## config.mk

```make
export PLATFORM = sky130hd
export DESIGN_NAME = rr_mux
export DESIGN_NICKNAME = d
export VERILOG_FILES = /design/src/rtl/rr_mux_pkg.sv /design/src/rtl/rr_arbiter.sv /design/src/rtl/rr_mux.sv
export SDC_FILE = /design/constraint.sdc
export NUM_CORES = 1
export LEC_CHECK = 0
export CAP_MARGIN = 20
export CORE_MARGIN = 3
export CORE_UTILIZATION = 46
export CTS_CLUSTER_DIAMETER = 40
export DETAILED_ROUTE_END_ITERATION = 16
export PLACE_DENSITY = 0.91
export SLEW_MARGIN = 20
export SYNTH_ARGS = -nofsm -noshare
export SYNTH_HDL_FRONTEND = slang
export SYNTH_SLANG_ARGS = --single-unit
```

## constraint.sdc

```tcl
create_clock -name clk -period 3.5 [get_ports clk]
set_clock_uncertainty 0.05 [all_clocks]
set_input_delay 0.525 -clock clk [delete_from_list [all_inputs] [get_ports clk]]
set_output_delay 0.525 -clock clk [all_outputs]
set_load 0.1 [all_outputs]
```

## src/rtl/rr_mux_pkg.sv

```systemverilog
// rr_mux_pkg: shared types and helpers for the arbitrated multiplexer.
//   arb_mode_e      - arbitration mode (fixed priority / round-robin)
//   first_set_from  - wrap-around priority search over a request vector
package rr_mux_pkg;

    typedef enum logic {
        ARB_FIXED = 1'b0,
        ARB_RR    = 1'b1
    } arb_mode_e;

    // Widest request vector the search helper handles.
    localparam int RR_MAX_N = 32;
    localparam int RR_IDXW  = $clog2(RR_MAX_N);

    // Returns the index of the first set bit of req[n-1:0], scanning
    // start, start+1, ... modulo n. Returns -1 when no bit is set.
    function automatic int first_set_from(input logic [RR_MAX_N-1:0] req,
                                          input int                  start,
                                          input int                  n);
        int                 win;
        logic [RR_IDXW-1:0] idx;
        win = -1;
        for (int k = 0; k < RR_MAX_N; k++) begin
            if (k < n) begin
                idx = RR_IDXW'((start + k) % n);
                if (win < 0 && req[idx]) begin
                    win = int'(idx);
                end
            end
        end
        return win;
    endfunction

endpackage

```

## src/rtl/rr_arbiter.sv

```systemverilog
// rr_arbiter: purely combinational N-way arbiter.
//   req   in  N     per-channel requests
//   mode  in  1     ARB_FIXED: lowest index wins; ARB_RR: search from start
//   start in  SELW  first index examined in round-robin mode
//   grant out N     one-hot grant, or zero when nothing requests
module rr_arbiter
    import rr_mux_pkg::*;
#(
    parameter int N = 4
) (
    input  logic [N-1:0]                          req,
    input  arb_mode_e                             mode,
    input  logic [((N > 1) ? $clog2(N) : 1)-1:0]  start,
    output logic [N-1:0]                          grant
);

    int win;

    always_comb begin
        win   = first_set_from(RR_MAX_N'(req), (mode == ARB_RR) ? int'(start) : 0, N);
        grant = '0;
        for (int i = 0; i < N; i++) begin
            if (win == i) begin
                grant[i] = 1'b1;
            end
        end
    end

endmodule

```

## src/rtl/rr_mux.sv

```systemverilog
// rr_mux: N-channel, W-bit arbitrated multiplexer with a registered output.
//   clk       in  1     clock
//   reset_n   in  1     asynchronous active-low reset
//   mode      in  1     0 = fixed priority, 1 = round-robin
//   in_valid  in  N     per-channel request
//   in_data   in  N*W   channel i at [i*W +: W]
//   in_ready  out N     per-channel accept (at most one high)
//   out_valid out 1     output register holds a word
//   out_data  out W     registered selected word
//   out_sel   out SELW  channel that supplied out_data
//   out_ready in  1     consumer accepts the output word
module rr_mux
    import rr_mux_pkg::*;
#(
    parameter int N    = 4,
    parameter int W    = 4,
    parameter int SELW = $clog2(N)
) (
    input  logic            clk,
    input  logic            reset_n,
    input  logic            mode,
    input  logic [N-1:0]    in_valid,
    input  logic [N*W-1:0]  in_data,
    output logic [N-1:0]    in_ready,
    output logic            out_valid,
    output logic [W-1:0]    out_data,
    output logic [SELW-1:0] out_sel,
    input  logic            out_ready
);

    localparam logic [SELW-1:0] LAST_IDX = SELW'(N - 1);

    arb_mode_e       mode_e;
    logic [N-1:0]    grant;
    logic [SELW-1:0] start;
    logic [SELW-1:0] win_sel;
    logic [W-1:0]    win_data;
    logic            load;
    logic            xfer;

    logic            out_valid_q, out_valid_d;
    logic [W-1:0]    out_data_q,  out_data_d;
    logic [SELW-1:0] out_sel_q,   out_sel_d;
    logic [SELW-1:0] last_q,      last_d;

    assign mode_e = arb_mode_e'(mode);

    // Round-robin search begins just past the last winner, wrapping at N-1.
    assign start = (last_q == LAST_IDX) ? '0 : last_q + 1'b1;

    rr_arbiter #(.N(N)) u_arb (
        .req   (in_valid),
        .mode  (mode_e),
        .start (start),
        .grant (grant)
    );

    always_comb begin
        win_sel  = '0;
        win_data = '0;
        for (int i = 0; i < N; i++) begin
            if (grant[i]) begin
                win_sel  = SELW'(i);
                win_data = in_data[i*W +: W];
            end
        end
    end

    assign load = !out_valid_q || out_ready;
    assign xfer = load && (|grant);

    // Gated by reset_n so no producer sees an accept while the block is held in reset.
    assign in_ready = reset_n ? (grant & {N{load}}) : '0;

    always_comb begin
        out_valid_d = out_valid_q;
        out_data_d  = out_data_q;
        out_sel_d   = out_sel_q;
        last_d      = last_q;
        if (xfer) begin
            out_valid_d = 1'b1;
            out_data_d  = win_data;
            out_sel_d   = win_sel;
            last_d      = win_sel;
        end else if (load) begin
            out_valid_d = 1'b0;
        end
    end

    always_ff @(posedge clk or negedge reset_n) begin
        if (!reset_n) begin
            out_valid_q <= 1'b0;
            out_data_q  <= '0;
            out_sel_q   <= '0;
            last_q      <= LAST_IDX;
        end else begin
            out_valid_q <= out_valid_d;
            out_data_q  <= out_data_d;
            out_sel_q   <= out_sel_d;
            last_q      <= last_d;
        end
    end

    assign out_valid = out_valid_q;
    assign out_data  = out_data_q;
    assign out_sel   = out_sel_q;

endmodule

```

==> flow_metrics.py, run 1 <==
metrics = {
    "run_status": {
        "status": "finished clean",
    },
    "clock_tree": {
        "clkLatencyLatePin_ps": 270,
        "clock_path_buffers": 2,
        "h-tree-depth": 1,
        "cts_hold_buf": 0,
        "clk_pin_slew_worst_paths_ps": 70,
        "cts.sinks": 9,
        "cts-root-buf": "clkbuf_4",
        "cts_tree": "built",
        "numCtsBuffers": 3,
    },
    "sta": {
        "period_minus_slack_ps": 3420,
        "hold_ws_ps": 477,
        "slew_viol_final": 0,
        "fin_crit_sh_pct": 97.9,
        "setup_viol": 0,
        "final_hold_viol_count": 0,
        "relSlewSlack_pct": 34.3,
        "max_freq_mhz": 292,
        "tightest_slew_ps": 983,
    },
    "logic_synthesis": {
        "syn_area_per_cell_sq_um": 8.04,
        "synth_area_sq_um": 1110,
        "synthTopCellsByArea": "dfrtp_1 (16%), nor2_1 (6.8%), nand2_1 (5.1%), dfstp_2 (4.7%), nor4_1 (3.4%)",
        "netlist_instances": 138,
        "synth.yosys.warnings": 0,
        "synth_top_area_cell": "dfrtp_1",
        "synth_ff_type": "dfrtp_1",
        "synth.yosys.seq_area_share_pct": 20.5,
        "netlist-cell-type-count": 54,
        "synth_top_area_share_pct": 15.8,
        "ys_async_sr_fraction_pct": 100,
        "syn_nets": 163,
        "synth_edf_count": 0,
        "ys_seq_elements": 9,
    },
    "drt": {
        "postRouteWirelength_microns": 3650,
        "post_drt_via_cell_ratio": 6.14,
        "ant_nets": 0,
        "drcViolationCount": 0,
        "wl_per_cell_microns": 16.9,
        "drtIter0Drc": 63,
        "vias": 1327,
        "drt_pass1_iterations": 4,
    },
    "global_routing": {
        "antenna_found_initial": 0,
        "grt_pass1_vias": 1222,
        "grtUsageTotal_pct": 25.3,
        "grt_max_degree": 19,
        "grt_pass1_wl_microns": 5530,
        "grt-ovfl-total": 0,
    },
    "floorplan": {
        "io_pins": 35,
        "dieArea_sq_um": 3040,
        "start_util_pct": 49.2,
        "die_x_microns": 55.1,
        "core_area_sq_um": 2250,
        "core.rowCount": 17,
        "die-height_microns": 55.1,
    },
    "setup_path": {
        "crit_type": "reg2out",
        "required_ps": 2920,
        "critPathMaxFanout": 16,
        "crit_arrival_ps": 2850,
        "cp-end-kind": "output port",
        "start_kind": "flip-flop",
    },
    "finish": {
        "most-common-layout-cells": "clkdlybuf4s50_1 (28), buf_4 (20), nor2_1 (19), nand2_1 (15), inv_1 (8)",
        "num_antenna_cells": 0,
        "nFillCells": 163,
        "final_util_pct": 78.3,
        "fin_nets": 214,
        "final_common_cell": "clkdlybuf4s50_1",
        "area_growth_pct": 59.1,
        "drive_gt1_share_pct": 30.9,
        "regArea_sq_um": 228,
        "multiInputGateArea_sq_um": 898,
    },
    "worst_hold_path": {
        "hold_path_class": "in2async",
    },
    "pwr": {
        "p_leak_nw": 0.701,
        "p_total_mw": 1.86,
        "peakVddDrop_uv": 1130,
        "cellPowerDensity_nw_per_um2": 1050,
    },
    "job": {
        "drv_cap": 0,
    },
    "placed_design": {
        "io_buffers": 34,
        "dp_hpwl_microns": 2680,
        "gp_routability_congestion": 0.866,
    },
}
-- repair_timing --
item / CTS / global route
resized for setup: 0 / 7
setup buffers: 1 / 8
setup endpoints to repair: 2 / 3
pin swaps: 1 / 7
-- kinds of logic after synthesis --
kind of cell | Yosys count | synth area share [%]
adder cells (fa/ha/maj) | 1 | 1.13
AND/OR/NAND/NOR | 65 | 31.5
AO/OA/AOI/OAI | 41 | 34.6
multiplexers | 5 | 4.85
buffers and inverters | 17 | 7.44
flip-flops | 9 | 20.5
-- worst max-delay path, stage by stage (launching register included) --
cell       delay [ps]
dfstp_2           560
ha_4              260
nor4b_4           350
a221o_1           310
buf_4             150
o2bb2ai_2          70
a21oi_4           150
buf_4             140
o22ai_4           110
nor3_4            260
buf_12            200
-- path summary, 6_finish.rpt --
| check | endpoint | slack, ps | start | depth (start not counted) |
|---|---|---|---|---|
| max in group asynchronous | last_q[0] | 2700 | reset_n | 2 |
| worst max-delay path | in_ready[0] | 80 | last_q[0] | 10 |
| worst min-delay path | out_sel[0] | 480 | reset_n | 2 |
| worst min register to register | last_q[1] | 480 | last_q[1] | 2 |
| min in group clk | last_q[1] | 480 | last_q[1] | 2 |
| worst max register to register | out_data[2] | 630 | last_q[0] | 10 |
-- layer usage --
layer	global-route usage, %	wire length [microns]	up-vias
li1	-	-	625
met2	41.1	1850	65
met3	4.29	279	8
met1	32.2	1440	629
met4	12.1	78	0
met5	0	0	-
-- sequential cells by signal, indices dropped and copies added, names as in the netlist --
name,flops
last_q,2
out_data,4
out_sel,2
out_valid,1
-- power breakdown --
group / internal [mW] / leakage, nW / switching (mW)
logic: 0.594 / 0.580 / 0.983
clock network: 0.0424 / 0.0177 / 0.0438
registers: 0.161 / 0.103 / 0.0347
total: 0.798 / 0.701 / 1.06
-- cell type report --
| class | count | share of cell area, % |
|---|---|---|
| clock buffer | 3 | 1.28 |
| multi-input combinational | 112 | 50.9 |
| clock inverter | 1 | 0.283 |
| sequential | 9 | 12.9 |
| tap | 28 | 1.98 |
| timing repair buffer | 55 | 31.0 |
| inverter | 8 | 1.70 |
-- per-stage QoR --
stage               setup TNS (ps)  area [sq um]  cells  setup WS [ps]
detailed placement               0          1640    203           47.7
CTS                              0          1680    208           7.05
finish                           0          1770    216           75.2
global placement                 0          1640    203           82.7
floorplan                     -518          1190    138           -260
global route                 -17.5          1770    216          -17.0
-- synthesized netlist by cell type (2+ instances only) --
| cell | n |
|---|---|
| mux2i_1 | 2 |
| nand2_1 | 15 |
| a21oi_4 | 2 |
| o311ai_1 | 4 |
| buf_6 | 2 |
| a221o_1 | 2 |
| buf_2 | 3 |
| a32oi_1 | 2 |
| a21oi_1 | 3 |
| clkbuf_1 | 3 |
| nand3_1 | 4 |
| dfrtp_1 | 7 |
| nand2b_1 | 4 |
| o221ai_1 | 3 |
| dfstp_2 | 2 |
| mux2_2 | 3 |
| o21ai_0 | 6 |
| inv_1 | 8 |
| nor3_1 | 2 |
| nor4_1 | 6 |
| nor2_1 | 20 |
| o21ai_1 | 2 |
| a31oi_1 | 2 |
No activity file was read; power rests on OpenSTA's default activity.
==> inputs of run 2 (changes only) <==
--- a/config.mk
+++ b/config.mk
@@ -5,12 +5,14 @@
 export SDC_FILE = /design/constraint.sdc
 export NUM_CORES = 1
 export LEC_CHECK = 0
+export ABC_AREA = 1
 export CAP_MARGIN = 20
 export CORE_MARGIN = 3
 export CORE_UTILIZATION = 46
 export CTS_CLUSTER_DIAMETER = 40
 export DETAILED_ROUTE_END_ITERATION = 16
-export PLACE_DENSITY = 0.91
+export MAX_ROUTING_LAYER = met4
+export PLACE_DENSITY = 0.92
 export SLEW_MARGIN = 20
 export SYNTH_ARGS = -nofsm -noshare
 export SYNTH_HDL_FRONTEND = slang
==> run 2 against run 1 <==
Effect of this change:
- routed wire length fell by 27%
- register-to-register slack better by 480 ps
- sequential share of layout area is 2.1 points higher
- worst hold slack worse by 53 ps
- critical endpoint is now in_ready[2]
==> flow_metrics.py, run 2 <==
metrics = {
    "logic_synthesis": {
        "synth_top_family_by_area": "simple AND/OR/NAND/NOR gates",
        "synthMuxAreaShare_pct": 0,
        "synth.yosys.seq_area_share_pct": 20.9,
        "ys_async_sr_fraction_pct": 100,
        "synth_compound_area_share_pct": 2.06,
        "netlist-cell-type-count": 23,
        "synth_ff_type": "dfrtp_1",
        "synthAdderAreaFrac_pct": 1.15,
        "synth_top_area_share_pct": 20.6,
        "synth-xor-area-share_pct": 0,
        "ys_seq_elements": 9,
        "netlist_instances": 172,
        "synthTopCellsByArea": "nand2_1 (21%), dfrtp_1 (16%), nand3_1 (11%), nand3_2 (7.3%), nand2_2 (6.3%)",
        "synth.yosys.warnings": 0,
        "synth.most_common_cell": "nand2_1",
        "synth_top_area_cell": "nand2_1",
        "synth_area_sq_um": 1090,
        "syn_area_per_cell_sq_um": 6.34,
        "synth_commonest_cells": "nand2_1 (60), nand3_1 (23), inv_1 (16), nor2_1 (13), nand2_2 (11)",
        "syn_nets": 197,
        "synthSimpleGateAreaFrac_pct": 65.1,
        "synth_edf_count": 0,
    },
    "worst_hold_path": {
        "hold_path_class": "reg2reg",
    },
    "drt": {
        "drt_pass1_iterations": 4,
        "ant_nets": 0,
        "wl_per_cell_microns": 11.3,
        "drtIter0Drc": 18,
        "drcViolationCount": 0,
        "vias": 1145,
        "post_drt_via_cell_ratio": 4.85,
        "postRouteWirelength_microns": 2680,
    },
    "clock_tree": {
        "cts.sinks": 9,
        "numCtsBuffers": 3,
        "clkLatencyLatePin_ps": 250,
        "cts_hold_buf": 0,
        "cts-root-buf": "clkbuf_4",
        "cts_resized": 0,
        "clock_path_buffers": 2,
        "cts_tree": "built",
        "h-tree-depth": 1,
        "post_cts_buffers": 0,
        "clk_pin_slew_worst_paths_ps": 50,
    },
    "sta": {
        "final_hold_viol_count": 0,
        "rsz0062_at_grt": "no",
        "fin_setup_tns_ps": 0,
        "fin_crit_sh_pct": 92.2,
        "slew_viol_final": 0,
        "period_minus_slack_ps": 3230,
        "max_freq_mhz": 310,
        "hold_ws_ps": 424,
        "setup_viol": 0,
        "relSlewSlack_pct": 34.1,
        "setup_ws_ps": 274,
        "tightest_slew_ps": 986,
    },
    "finish": {
        "final_util_pct": 67.8,
        "final_common_cell": "nand2_1",
        "largest_reg_flops": 4,
        "fin_nets": 234,
        "num_antenna_cells": 0,
        "most-common-layout-cells": "nand2_1 (60), clkdlybuf4s50_1 (30), nand3_1 (23), inv_1 (16), nor2_1 (12)",
        "area_growth_pct": 38.9,
        "nFillCells": 202,
        "drive_gt1_share_pct": 23.6,
    },
    "global_routing": {
        "grt-ovfl-total": 0,
        "grt_pass1_wl_microns": 4240,
        "grtUsageTotal_pct": 19.9,
        "antenna_found_initial": 0,
        "grt_pass1_vias": 982,
        "grt_max_degree": 14,
    },
    "setup_path": {
        "start_kind": "primary input",
        "crit_arrival_ps": 2650,
        "required_ps": 2920,
        "crit_type": "in2out",
        "critPathMaxFanout": 13,
        "cp-end-kind": "output port",
    },
    "floorplan": {
        "die_x_microns": 54.7,
        "die-height_microns": 54.7,
        "dieArea_sq_um": 2990,
        "core_area_sq_um": 2230,
        "start_util_pct": 48.9,
        "core.rowCount": 17,
        "io_pins": 35,
    },
    "placed_design": {
        "gp_routability_congestion": 0.891,
        "dp_hpwl_microns": 2180,
        "io_buffers": 34,
        "pre_cts_ws_ps": 265,
    },
    "run_status": {
        "status": "finished clean",
    },
    "job": {
        "drv_cap": 0,
    },
}
-- run 2: path summary, 6_finish.rpt --
path	startpoint	end	slack, ps	depth (start not counted)
min in group asynchronous	reset_n	out_data[1]	520	1
max reg2reg	last_q[0]	out_data[1]	1110	14
min	last_q[1]	last_q[1]	420	2
max in group asynchronous	reset_n	last_q[0]	2560	1
max	mode	in_ready[2]	270	10
min reg2reg	last_q[1]	last_q[1]	420	2
-- run 2: cell families (layout without fill, tap and decap cells) --
logic type | Yosys count | after routing
adder cells (fa/ha/maj) | 1 | 1
buffers and inverters | 26 | 62
AO/OA/AOI/OAI | 3 | 3
flip-flops | 9 | 9
AND/OR/NAND/NOR | 133 | 133
-- run 2: metal layers --
| metal | part of all wire (%) | up-vias | wire (microns) | global-route usage [%] |
|---|---|---|---|---|
| met5 | 0 | - | 0 | - |
| met4 | 1.0 | 0 | 27 | 4.98 |
| met3 | 1.7 | 4 | 45 | 1.63 |
| met2 | 50 | 12 | 1330 | 31.7 |
| met1 | 48 | 503 | 1270 | 27.1 |
| li1 | - | 626 | - | - |
-- run 2: critical path, stage by stage --
cell	delay, ps
clkdlybuf4s50_1	600
nand2_2	220
nand2_1	170
nand3_2	120
nand2_4	140
nand4_1	120
nand2_2	130
nand2_4	110
nor3_1	300
buf_12	220
-- run 2: stage by stage --
| stage | cells | instance area (sq um) |
|---|---|---|
| final | 236 | 1520 |
| after global routing | 236 | 1520 |
| after CTS | 236 | 1520 |
| after detailed placement | 232 | 1490 |
| after global placement | 232 | 1490 |
| after floorplan | 172 | 1090 |
-- run 2: final cells by class --
class / count / area [sq um] / share of cell area, %
Clock buffer: 4 / 26.3 / 1.73
Inverter: 22 / 82.6 / 5.45
Tap cell: 28 / 35.0 / 2.31
Multi-Input combinational cell: 137 / 748 / 49.4
Sequential cell: 9 / 228 / 15.0
Timing Repair Buffer: 36 / 395 / 26.1
Power of run 2 is left out: the tool's default activity adds up to more than one toggle a clock period on the data nets, which glitch-free logic cannot reach.
